`src/rtl/k2_program_loader.sv`:
```
// K2 program loader: a valid/ready byte stream fills a 16x8 instruction RAM that is then
// served to K2_processor like a ROM. Optional macro K2_LOADER_CHECKSUM_EN adds a sum check.
module k2_program_loader #(
    parameter int ADDR_W = 4,
    parameter int DATA_W = 8,
    parameter int DEPTH  = 2**ADDR_W
) (
    input  logic              clk,
    input  logic              rst,
    input  logic              load_start,
    input  logic              wr_valid,
    output logic              wr_ready,
    input  logic [DATA_W-1:0] wr_data,
    input  logic              wr_last,
    output logic              cpu_rst_n,
    input  logic [ADDR_W-1:0] ProgramAddress,
    output logic [DATA_W-1:0] instruction_data,
    output logic              loaded,
    output logic [ADDR_W:0]   prog_len
`ifdef K2_LOADER_CHECKSUM_EN
    ,
    input  logic [DATA_W-1:0] expected_sum,
    output logic [DATA_W-1:0] checksum,
    output logic              sum_err
`endif
);

    typedef enum logic [2:0] {
        IDLE,
        CLEAR,
        LOAD,
        RELEASE,
        RUN
`ifdef K2_LOADER_CHECKSUM_EN
        ,
        ERROR
`endif
    } state_t;

    localparam logic [ADDR_W-1:0] LAST_ADDR = ADDR_W'(DEPTH - 1);
    localparam logic [ADDR_W:0]   FULL_LEN  = (ADDR_W + 1)'(DEPTH);

    state_t              r_state;
    state_t              w_next;
    logic [ADDR_W-1:0]   r_ptr;
    logic [ADDR_W:0]     r_prog_len;
    logic                r_cpu_rst_n;
    logic                w_accept;
    logic                w_mem_we;
    logic [DATA_W-1:0]   w_mem_wdata;
    logic [DATA_W-1:0]   r_mem [DEPTH];
`ifdef K2_LOADER_CHECKSUM_EN
    logic [DATA_W-1:0]   r_checksum;
`endif

    // NOTE: every signal gets a default before the case so no path leaves a latch behind.
    always_comb begin
        w_next      = r_state;
        w_accept    = 1'b0;
        w_mem_we    = 1'b0;
        w_mem_wdata = '0;
        wr_ready    = 1'b0;
        if (load_start) begin
            w_next = CLEAR;
        end else begin
            case (r_state)
                IDLE: w_next = IDLE;
                CLEAR: begin
                    w_mem_we = 1'b1;
                    if (r_ptr == LAST_ADDR) w_next = LOAD;
                end
                LOAD: begin
                    wr_ready = 1'b1;
                    if (wr_valid) begin
                        w_accept    = 1'b1;
                        w_mem_we    = 1'b1;
                        w_mem_wdata = wr_data;
                        if (wr_last || r_ptr == LAST_ADDR) w_next = RELEASE;
                    end
                end
                RELEASE: begin
`ifdef K2_LOADER_CHECKSUM_EN
                    w_next = (r_checksum == expected_sum) ? RUN : ERROR;
`else
                    w_next = RUN;
`endif
                end
                RUN: w_next = RUN;
`ifdef K2_LOADER_CHECKSUM_EN
                ERROR: w_next = ERROR;
`endif
                default: w_next = IDLE;
            endcase
        end
    end

    // NOTE: sequential state uses non-blocking assignments so all registers see pre-edge values.
    always_ff @(posedge clk) begin
        if (rst) begin
            r_state     <= IDLE;
            r_ptr       <= '0;
            r_prog_len  <= '0;
            r_cpu_rst_n <= 1'b0;
`ifdef K2_LOADER_CHECKSUM_EN
            r_checksum  <= '0;
`endif
        end else begin
            r_state     <= w_next;
            r_cpu_rst_n <= (w_next == RUN);
            if (load_start) begin
                r_ptr      <= '0;
                r_prog_len <= '0;
`ifdef K2_LOADER_CHECKSUM_EN
                r_checksum <= '0;
`endif
            end else if (r_state == CLEAR) begin
                r_ptr <= (r_ptr == LAST_ADDR) ? '0 : r_ptr + ADDR_W'(1);
            end else if (w_accept) begin
                // The pointer parks on the final entry instead of wrapping.
                if (w_next == LOAD) r_ptr <= r_ptr + ADDR_W'(1);
                if (r_prog_len != FULL_LEN) r_prog_len <= r_prog_len + (ADDR_W + 1)'(1);
`ifdef K2_LOADER_CHECKSUM_EN
                r_checksum <= r_checksum + wr_data;
`endif
            end
        end
    end

    // NOTE: the RAM has no reset; CLEAR is what zeroes it before each load.
    always_ff @(posedge clk) begin
        if (w_mem_we && !rst) r_mem[r_ptr] <= w_mem_wdata;
    end

    assign instruction_data = (r_state == RUN) ? r_mem[ProgramAddress] : '0;
    assign cpu_rst_n        = r_cpu_rst_n;
    assign loaded           = (r_state == RUN);
    assign prog_len         = r_prog_len;
`ifdef K2_LOADER_CHECKSUM_EN
    assign checksum         = r_checksum;
    assign sum_err          = (r_state == ERROR);
`endif

endmodule

```
`config.mk`:
```
export PLATFORM = sky130hd
export DESIGN_NAME = k2_program_loader
export DESIGN_NICKNAME = d
export VERILOG_FILES = /design/src/rtl/k2_program_loader.sv
export SDC_FILE = /design/constraint.sdc
export NUM_CORES = 1
export LEC_CHECK = 0
export ABC_AREA = 1
export BUFFER_PORTS_ARGS = -buffer_cell sky130_fd_sc_hd__buf_4
export CORE_ASPECT_RATIO = 0.7
export CORE_MARGIN = 3
export CORE_UTILIZATION = 25
export CTS_CLUSTER_SIZE = 8
export DETAILED_ROUTE_END_ITERATION = 10
export GPL_ROUTABILITY_DRIVEN = 0
export PLACE_DENSITY_LB_ADDON = 0.25
export SYNTH_ARGS = -nofsm -noshare
export SYNTH_HDL_FRONTEND = slang
export SYNTH_SLANG_ARGS = --single-unit
```
`constraint.sdc`:
```
create_clock -name clk -period 5.4 [get_ports clk]
set_input_delay 1.08 -clock clk [delete_from_list [all_inputs] [get_ports clk]]
set_output_delay 1.08 -clock clk [all_outputs]
set_load 0.02 [all_outputs]
```
==> metrics.md <==
| Metric | Value |
|---|---|
| Status | `completed` |
| Commonest non-fill, non-tap cell in the layout | `nand2_1` |
| R2R Path End | `r_mem[12][0]` |
| Worst VDD drop | `just over 200 µV` |
| # resized after CTS | `0` |
| Starting Density | `25.5%` |
| Share of cells above drive strength 1 | `14.0%` |
| LEAKAGE | `approximately 0.0031 µW` |
| Max-slew headroom | `16.9%` |
| Number of global-route vias before repair | `4133` |
| Hold Fails Final Rpt | `0` |
| Ant diodes | `0` |
| Hpwl dp | `10400 µm` |
| Cell Area, Placed | `just under 7000 µm²` |
| Final net count | `697` |
| Pin count of the biggest net entering global routing | `65` |
| Hold path depth | `2` |
| # placed instances | `980` |
| Clock Pin Slew Worst Setup and Hold Paths | `0.06 ns` |
| Initial antenna violation count | `0` |
| Min-delay worst type | `flip-flop to flip-flop` |
| Routed via count | `4251` |
| Final Cycle Share | `71.6%` |
| Layout Utilization | `30.2%` |
| Ys async rst share | `0%` |
| Antenna Nets Post-Route | `0` |
| FF-to-FF setup slack | `approximately 3.0 ns` |
| Post-synth EDFFs | `128` |
| Main synth FF type | `edfxtp_1` |
| CTS buffer count | `17` |
| Max clock buf depth | `2` |
| Die area | `27300 µm²` |
| Hold buffer count at CTS | `0` |
| Initial DRC count | `311` |
| Worst-margin pin slew | `1.24 ns` |
| Register bit total from synthesis | `approximately 140` |
| Wirelength, routed | `16400 µm` |
| First-pass GRT wire length | `25300 µm` |
| Crit path max fanout | `34` |
| DRC viols | `0` |
| Register area share after synthesis | `between 60% and 70%` |
| Sequential standard cell area | `4100 µm²` |
| Final min period | `between 3 and 4 ns` |
| Setup Skew | `0.00926 ns` |
| Multi-input logic area | `between 1500 and 2000 µm²` |
| Sink Count | `about 140` |
| Synth area leaders | `edfxtp_1 61%, nand2_1 13%, nand3_1 7.1%, inv_1 5.3%, dfxtp_1 4.1%` |
| Final std cells w/o fill | `1012` |
| R2R depth | `4` |
| Root Driver | `clkbuf_16` |
| Core area | `24800 µm²` |
| Critical Path AT | `~2.8 ns` |
| FP Rows | `between 40 and 50` |
| Hold Path End | `prog_len[1]` |
| Pwr dens | `between 300 and 400 nW/µm²` |
| Drt first pass iters | `5` |
| Clock latency on the worst-skew pair | `0.43 ns` |
| F_max | `around 260 MHz` |
| Synthesized area | `about 6300 µm²` |
| Syn-to-layout area delta | `18.4%` |
| RSZ-0062 raised after global routing | `false` |
| Syn Area/Cell | `between 9 and 10 µm²` |
| Synth area leader | `edfxtp_1` |
| CP endpoint kind | `output pin` |
| Hold_sp | `prog_len[1]` |
| Commonest cells after routing, fill and taps aside | `213 x nand2_1, 128 x edfxtp_1, 90 x inv_1, 90 x nand3_1, 38 x buf_4` |
| Cells after synthesis | `641` |
| Unique masters post-synth | `28` |
| Die H | `139 µm` |
| Setup Crit Path Kind | `input pin to output pin` |
| Top cell type's share of synthesized area | `60.7%` |
| Max-Cap Viols | `0` |
| Post-CTS Setup Repair Bufs | `0` |
| Reg2Reg Launch Point | `r_state[1]` |
| Gr ovfl total | `0` |
| Critical path launch point type | `input pin` |
| Net Count, Synth | `664` |
| Per-cell routed wire length | `16.2 µm` |
| Setup WS post-layout | `1.53 ns` |
| Synth warn | `0` |
| CTS tree | `done` |
| Htree depth | `4` |
| Critical Path RT | `4.32 ns` |
| Final setup fails | `0` |
| Fin area | `between 7000 and 8000 µm²` |
| # IOs | `33` |
| Vias per cell | `~4.2` |
| Worst slack, placed | `1.53 ns` |
| Max-slew violations | `0` |
| Post-route setup TNS | `0 ns` |
| Fillers | `2579` |
| Crit path from | `ProgramAddress[0]` |
| Die width | `between 150 and 200 µm` |
| Port Buffer Count | `32` |
| GRT Util Overall | `12.4%` |
cells in the mapped netlist (2+ instances only):
master / instances
a21oi_1: 21
buf_2: 15
clkbuf_1: 8
dfxtp_1: 13
edfxtp_1: 128
ha_1: 6
inv_1: 90
inv_2: 6
nand2_1: 213
nand2_4: 3
nand3_1: 90
nand3_2: 3
nor2_1: 24
nor3_2: 3
o21ai_0: 3
xnor2_1: 2
xor2_1: 2
power by group:
group / switching [µW] / total (µW) / internal (µW)
Combinational: 75.6 / 111 / 35.0
Clock: 520 / 1130 / 613
Sequential: 1.48 / 1180 / 1170
Total: 597 / 2420 / 1820
layer usage:
| metal | vias up | wire [µm] | GRT usage (%) |
|---|---|---|---|
| li1 | 2153 | - | - |
| met1 | 2014 | 8670 | 19.1 |
| met2 | 73 | 6930 | 17.2 |
| met3 | 11 | 626 | 2.70 |
| met4 | 0 | 158 | 4.05 |
| met5 | - | 0 | 0 |
cell type report:
cell class | count | area share (%)
Tap cell | 325 | 5.42
Clock buffer | 17 | 5.67
Sequential cell | 141 | 54.7
Clock inverter | 15 | 1.89
Timing Repair Buffer | 39 | 4.07
Multi-Input combinational cell | 378 | 23.3
Inverter | 97 | 4.89
state kept, by name (all words and copies together) (netlist names):
| signal | cells |
|---|---|
| cpu_rst_n | 1 |
| prog_len | 5 |
| r_mem | 128 |
| r_ptr | 4 |
| r_state | 3 |
how the worst max path moves through the flow:
stage,to,slack (ns),depth (start not counted)
CTS,instruction_data[0],1.53,10
global route,instruction_data[0],1.36,10
floorplan,instruction_data[0],2.22,6
finish,instruction_data[0],1.53,10
detailed placement,instruction_data[0],1.53,10
global placement,instruction_data[0],1.52,10
through the flow:
| stage | hold WS (ns) | power [µW] |
|---|---|---|
| finish | 0.527 | 2420 |
| global route | 0.539 | 2500 |
| CTS | 0.527 | 2440 |
| detailed placement | 0.517 | 1310 |
| global placement | 0.511 | 1310 |
| floorplan | 0.510 | 1270 |
worst max-delay path, stage by stage:
cell,delay (ns)
buf_4,0.12
inv_2,0.48
buf_12,0.27
nand2_1,0.07
nand2_1,0.06
nand2_1,0.05
nand3_1,0.08
nand3_1,0.08
a21oi_1,0.29
buf_4,0.21
cell families (layout without fill, tap and decap cells):
logic type	after synthesis	count (layout)	share of synthesized area, %
AO/OA/AOI/OAI	26	26	2.29
flip-flops	141	141	64.8
adder cells (fa/ha/maj)	6	6	1.19
AND/OR/NAND/NOR	342	342	23.5
buffers and inverters	122	168	7.69
XOR/XNOR	4	4	0.553
Note: power is estimated with default switching activity, not from simulation.
